**config.mk**
```make
export PLATFORM = sky130hd
export DESIGN_NAME = lcd_display_sequencer
export DESIGN_NICKNAME = d
export VERILOG_FILES = /design/src/rtl/lcd_display_sequencer.sv
export SDC_FILE = /design/constraint.sdc
export NUM_CORES = 1
export LEC_CHECK = 0
export CORE_MARGIN = 3
export CORE_UTILIZATION = 55
export CTS_BUF_LIST = sky130_fd_sc_hd__clkbuf_4
export CTS_CLUSTER_SIZE = 40
export DETAILED_ROUTE_END_ITERATION = 10
export DONT_BUFFER_PORTS = 1
export PLACE_DENSITY_LB_ADDON = 0.08
export SKIP_LAST_GASP = 1
export SYNTH_ARGS = -nofsm -noshare
export SYNTH_HDL_FRONTEND = slang
export SYNTH_SLANG_ARGS = --single-unit
```
**constraint.sdc**
```tcl
create_clock -name iCLK -period 1.8 [get_ports iCLK]
set_input_delay 0.27 -clock iCLK [delete_from_list [all_inputs] [get_ports iCLK]]
set_output_delay 0.27 -clock iCLK [all_outputs]
set_load 0.01 [all_outputs]
```
**src/rtl/lcd_display_sequencer.sv**
```systemverilog
// Purpose: drives the byte-wide LCD write engine through HD44780 init, then a 2x16 screen from a char source; `LCD_AUTO_REFRESH_EN adds a periodic redraw.
// Latency: one byte every 2 + engine time + DELAY_CYCLES cycles; 38 bytes for the first pass, 34 per redraw.
// Backpressure: each byte waits for a fresh Done (low then high) from the engine; redraw requests during a pass collapse into one pending redraw.
module lcd_display_sequencer #(
    parameter logic [17:0] DELAY_CYCLES   = 18'h3FFFE,
    parameter int          REFRESH_CYCLES = 25000000
) (
    input  logic       iCLK,
    input  logic       reset,
    input  logic       iRefresh,
    output logic [4:0] oCHAR_ADDR,
    input  logic [7:0] iCHAR_DATA,
    output logic [7:0] oLCD_DATA,
    output logic       oLCD_RS,
    output logic       oLCD_Start,
    input  logic       iLCD_Done,
    output logic       oBusy,
    output logic       oInitDone
);

    typedef enum logic [2:0] {IDLE, SETUP, START, WAIT_LOW, WAIT_HIGH, DELAY} state_t;

    state_t      state;
    logic [5:0]  idx;
    logic        pending;
    logic [17:0] dly_cnt;
    logic        auto_req;
    logic        req;
    logic        is_cmd;
    logic [7:0]  cmd_byte;

    // Step table: command bytes at fixed steps, everything else is a character cell.
    always_comb begin
        is_cmd     = 1'b1;
        cmd_byte   = 8'h00;
        oCHAR_ADDR = 5'd0;
        case (idx)
            6'd0:  cmd_byte = 8'h38;
            6'd1:  cmd_byte = 8'h0C;
            6'd2:  cmd_byte = 8'h01;
            6'd3:  cmd_byte = 8'h06;
            6'd4:  cmd_byte = 8'h80;
            6'd21: cmd_byte = 8'hC0;
            default: begin
                is_cmd = 1'b0;
                if (idx < 6'd21)
                    oCHAR_ADDR = {1'b0, 4'(idx - 6'd5)};
                else
                    oCHAR_ADDR = {1'b1, 4'(idx - 6'd22)};
            end
        endcase
    end

`ifdef LCD_AUTO_REFRESH_EN
    logic [24:0] rfr_cnt;

    always_ff @(posedge iCLK or posedge reset) begin
        if (reset)
            rfr_cnt <= '0;
        else if (state != IDLE)
            rfr_cnt <= '0;
        else if (rfr_cnt != 25'(REFRESH_CYCLES - 1))
            rfr_cnt <= rfr_cnt + 25'd1;
    end

    assign auto_req = (state == IDLE) && (rfr_cnt == 25'(REFRESH_CYCLES - 1));
`else
    assign auto_req = 1'b0;
`endif

    assign req = iRefresh | auto_req;

    always_ff @(posedge iCLK or posedge reset) begin
        if (reset) begin
            state      <= SETUP;
            idx        <= 6'd0;
            pending    <= 1'b0;
            dly_cnt    <= 18'd0;
            oLCD_DATA  <= 8'h00;
            oLCD_RS    <= 1'b0;
            oLCD_Start <= 1'b0;
            oBusy      <= 1'b0;
            oInitDone  <= 1'b0;
        end else begin
            oLCD_Start <= 1'b0;
            if (state != IDLE && req)
                pending <= 1'b1;
            case (state)
                IDLE: begin
                    if (req || pending) begin
                        idx     <= 6'd4;
                        oBusy   <= 1'b1;
                        pending <= 1'b0;
                        state   <= SETUP;
                    end
                end
                SETUP: begin
                    oLCD_DATA  <= is_cmd ? cmd_byte : iCHAR_DATA;
                    oLCD_RS    <= ~is_cmd;
                    oLCD_Start <= 1'b1;
                    oBusy      <= 1'b1;
                    state      <= START;
                end
                START: state <= WAIT_LOW;
                // A Done still high from the previous byte must drop before we look for the rising edge.
                WAIT_LOW: begin
                    if (!iLCD_Done)
                        state <= WAIT_HIGH;
                end
                WAIT_HIGH: begin
                    if (iLCD_Done) begin
                        dly_cnt <= 18'd0;
                        state   <= DELAY;
                    end
                end
                DELAY: begin
                    if (dly_cnt == DELAY_CYCLES - 18'd1) begin
                        if (idx == 6'd37) begin
                            oBusy     <= 1'b0;
                            oInitDone <= 1'b1;
                            state     <= IDLE;
                        end else begin
                            idx   <= idx + 6'd1;
                            state <= SETUP;
                        end
                    end else begin
                        dly_cnt <= dly_cnt + 18'd1;
                    end
                end
                default: state <= IDLE;
            endcase
        end
    end

endmodule

```
# Word level (Yosys, flattened, before mapping)

Cells that the tools add are included.

Bits in registers: 40
Bits in latches: 0
Bits in writable memories: 0
ROM bits: 0
Input port bits: 12
Output and inout port bits: 17
Memories kept: 0

Add/sub/neg operators: 4
Multiply operators: 0
Div/mod/pow operators: 0
Magnitude comparators: 1
Equal/unequal tests: 19
Shifts and indexed selects: 0
Mux-type cells: 26
Bitwise logic cells: 1
Reductions and logical operators: 14

Operators with widths:

| cell                  | number |
|---|---|
| $pmux 8 s6            | 1 |
| $mux 18               | 2 |
| $pmux 18 s2           | 1 |
| $add 18x1->18 const B | 1 |
| $eq 18x18->1 const B  | 1 |
| $mux 6                | 3 |
| $pmux 3 s6            | 1 |
| $ne 2x2->1 const B    | 7 |
| $eq 6x2->1 const B    | 2 |
| $mux 3                | 4 |
| $pmux 6 s2            | 1 |
| $reduce_and 4->1      | 3 |
| $mux 5                | 2 |
| $mux 1                | 9 |
| $mux 8                | 1 |
| $sub 4x3->4 const B   | 2 |
| $add 6x1->6 const B   | 1 |
| $eq 3x2->1 const B    | 2 |
| $eq 3x3->1 const B    | 2 |
| $eq 6x1->1 const B    | 1 |
| $eq 6x3->1 const B    | 1 |
| $eq 6x5->1 const B    | 1 |
| $eq 6x6->1 const B    | 1 |
| $logic_not 6->1       | 1 |
| 11 further kinds      | 14 |

# Longest topological paths before layout

Depth after elaboration: 5
Gate-level depth with buffers: 9

# Worst setup path before layout

No wires, ideal clock.

Path kind: register to output
Start: reg idx[0]
End: out oCHAR_ADDR[1]
Arrival: 1.741 ns
Slack: -0.211 ns
Stages on the path, launching flop included: 6
Cell sequence: dfrtp_1 -> inv_1 -> ha_1 -> o41ai_1 -> nand2b_1 -> a211oi_1

Word-level cells in the longest chain between the ends: 3
Elaborated cells on any way between the ends: 12
Classes of those cells: 2 x add/sub; 1 x order compare; 5 x eq/ne; 2 x mux; 2 x reduce/logical

RTL lines:

| element                                   | line | source |
|---|---|---|
| start, declared                           | 24   | `logic [5:0] idx;` |
| start signal, assigned                    | 123  | `idx <= idx + 6'd1;` |
| $lt 6x5->1, or another cell as far along  | 46   | `if (idx < 6'd21)` |
| $mux 5 or $reduce_or 6->1 (tied branches) | n/a  |  |
| $mux 5 *                                  | 37   | `case (idx)` |
| end, declared                             | 11   | `output logic [4:0] oCHAR_ADDR,` |

Every way passes the cells marked *; elsewhere a longest branch is shown, timed or not.

# Final worst setup path

Start: reg idx[1]
End: out oCHAR_ADDR[1]

The elaborated chain is that of the path after synthesis.

==> metrics.md <==
| Metric | Value |
|---|---|
| Per-cell routed wire length | 17.46 um |
| Die area | 5150 um^2 |
| # H-tree levels | 2 |
| Critical Path AT | 1950 ps |
| Worst-Margin Slew | 517.5 ps |
| Commonest non-fill, non-tap cell in the layout | buf_4 |
| Period minus WS final | 2218 ps |
| Static Leak | 0.001379 uW |
| Area contributors post-synth | dfrtp_1 41%, o21ai_0 5.5%, ha_1 4.7% |
| GRT Overall Usage | 24.22% |
| # Max-Cap Violations | 0 |
| Netlist cell types | 50 |
| Port Buffer Count | 0 |
| Starting Density | 58.21% |
| DP Area | 2701 um^2 |
| Clock Tree Buf Depth | 2 |
| Io pins | 29 |
| Final setup margin | -417.8 ps |
| Total core area | 4086 um^2 |
| Hold Crit Class | in -> reg |
| DR pass1 iterations | 4 |
| CTS clk-pin slew, worst paths | 130 ps |
| Die X | 71.76 um |
| Die Span Y | 71.76 um |
| Power Density | 1330 nW/um^2 |
| Design Power | 4354 uW |
| CP Class | reg -> out |
| Area share of the largest cell type after synthesis | 41.03% |
| Post-synth EDFFs | 0 |
| Max Freq | 0.4509 GHz |
| CTS Buf Count | 5 |
| Routed Antenna Nets | 0 |
| Clock sink count | 40 |
| Failing checks | negative setup slack |
| Sequential cell area fraction in the yosys report | 42.14% |
| Synthesized cell area | 2379 um^2 |
| Cell taking the most area after synthesis | dfrtp_1 |
| Multi-input logic area | 1551 um^2 |
| Final instance area | 3274 um^2 |
| Crit path max fanout | 5 |
| Reg area | 1006 um^2 |
| Routed Wire Length | 6.355 mm |
| Overflow after GRT | 0 |
| Synthesized netlist cell count | 262 |
| Fillers | 274 |
| Clock Skew | 6.504 ps |
| Final Hold Vio Count | 0 |
| Root buf cell | clkbuf_4 |
| RSZ-0062 raised after global routing | true |
| Fin Hold WS | 31.21 ps |
| Via count | 2184 |
| Status | finished, violations left |
| CTS tree | done |
| Post-route DRC | 0 |
| CP startpoint kind | flip-flop |
| Vias in the first global route | 2048 |
| Layout cell share with drive strength beyond 1 | 40.45% |
| Largest net degree at the start of global routing | 41 |
| Initial antenna violation count | 0 |
| Most frequent cells in the layout | 49 x buf_4, 36 x dfrtp_1, 23 x nand2_1 |
| Syn-to-layout area delta | 37.66% |
| Yosys warnings | 0 |
| Ant. Diodes | 0 |
| Tcrit/Tclk final | 123.2% |
| Final Slew Violations | 0 |
| Initial DRC count | 116 |
| Peak supply drop | 0.0008062 V |
| Synth async-reset ratio | 100.0% |
| Post-Route Utilization | 80.13% |
| RePlAce Congestion | 0.8204 |
| Crit end category | primary output |
| Avg Vias per Cell | 6.000 |
| Row count | 23 |
| Clk_lat worst skew | 360 ps |
| Final setup violating endpoints | 12 |
| Yosys reg bits | 40 |
| First-pass GRT wire length | 9.832 mm |
| Final nets | 334 |
| Ys flop type | dfrtp_1 |
| Worst Path Required | 1530 ps |
| DP HPWL | 3.812 mm |
| Slew headroom | 65.50% |
| Mean Syn Cell Area | 9.078 um^2 |
| Syn_nets | 283 |
-- flip-flops by register name, indices dropped and copies added, names as in the netlist --
| register | count |
|---|---|
| oBusy | 1 |
| oLCD_DATA | 8 |
| dly_cnt | 18 |
| oInitDone | 1 |
| pending | 1 |
| idx | 6 |
| oLCD_RS | 1 |
| state | 3 |
| oLCD_Start | 1 |
-- metrics by stage --
stage	setup WS, ps	setup TNS [ps]	std cells
global placement	-45.93	-91.55	340
detailed placement	-131.8	-568.6	340
finish	-417.8	-3228	364
global route	-510.9	-5727	364
CTS	-331.7	-2112	356
floorplan	-6.718	-6.718	262
-- cell families after synthesis --
family | synth area share, %
AO/OA/AOI/OAI | 20.83
XOR/XNOR | 1.841
adder cells (fa/ha/maj) | 4.734
buffers and inverters | 6.365
flip-flops | 42.14
multiplexers | 0.8942
AND/OR/NAND/NOR | 23.20
-- Yosys cell counts (4+ instances only) --
master / n
a41oi_1: 4
nand4_1: 6
a31oi_1: 5
nor3_1: 8
buf_2: 6
a21oi_1: 11
nand2_1: 27
nand3_1: 15
a22oi_1: 4
o31ai_1: 8
ha_1: 9
inv_1: 11
o21ai_0: 26
o21ai_1: 6
nor2_1: 21
dfrtp_1: 39
nand2b_1: 4
-- area by class of cell --
type | count | area share [%]
inverters | 11 | 1.414
clock inverters | 3 | 1.146
well taps | 50 | 1.911
flip-flops and latches | 40 | 30.72
repair buffers | 59 | 16.28
clock buffers | 5 | 1.146
multi-input cells | 196 | 47.38
-- timing repair --
action | CTS | global route
hold buffers | 1 | 0
endpoints found under the setup margin | 24 | 37
pin swaps | 7 | 19
gates resized for setup | 26 | 57
setup buffers | 7 | 6
hold endpoints to repair | 39 | 0
cloned | 0 | 3
-- power breakdown --
| group | internal [uW] | leakage, uW | switching, uW |
|---|---|---|---|
| clock | 284 | 0.0000403 | 316 |
| sequential | 1210 | 0.000516 | 356 |
| combinational | 1030 | 0.000823 | 1160 |
| total | 2520 | 0.00138 | 1840 |
-- worst max-delay path, cell delays in order (launching register included) --
cell      delay, ps
dfrtp_2         450
inv_4            80
ha_4            180
o41ai_4         440
nand2b_4        130
a211oi_4        290
-- final timing paths --
check                                   startpoint                        to  slack (ps)  depth (start not counted)
min in group asynchronous                    reset      oLCD_Start$_DFF_PP0_         460                          3
max in group asynchronous                    reset        idx[0]$_DFFE_PP0P_         960                          3
min reg2reg                dly_cnt[11]$_DFFE_PP0P_   dly_cnt[11]$_DFFE_PP0P_         510                          1
max reg2reg                     idx[1]$_DFFE_PP0P_  oLCD_DATA[3]$_DFFE_PP0P_        -190                          9
min                                  iCHAR_DATA[2]  oLCD_DATA[2]$_DFFE_PP0P_          30                          2
max                             idx[1]$_DFFE_PP0P_             oCHAR_ADDR[1]        -420                          5
-- layer usage --
layer / global-route usage (%) / vias up / part of all wire, % / wire length (um)
met5: 0 / - / 0 / 0
met3: 5.610 / 18 / 3.7 / 235
met1: 28.53 / 1057 / 41 / 2591
met4: 8.142 / 0 / 2.8 / 180
li1: - / 1059 / - / -
met2: 43.16 / 50 / 53 / 3347
(Power assumes the default switching activity.)
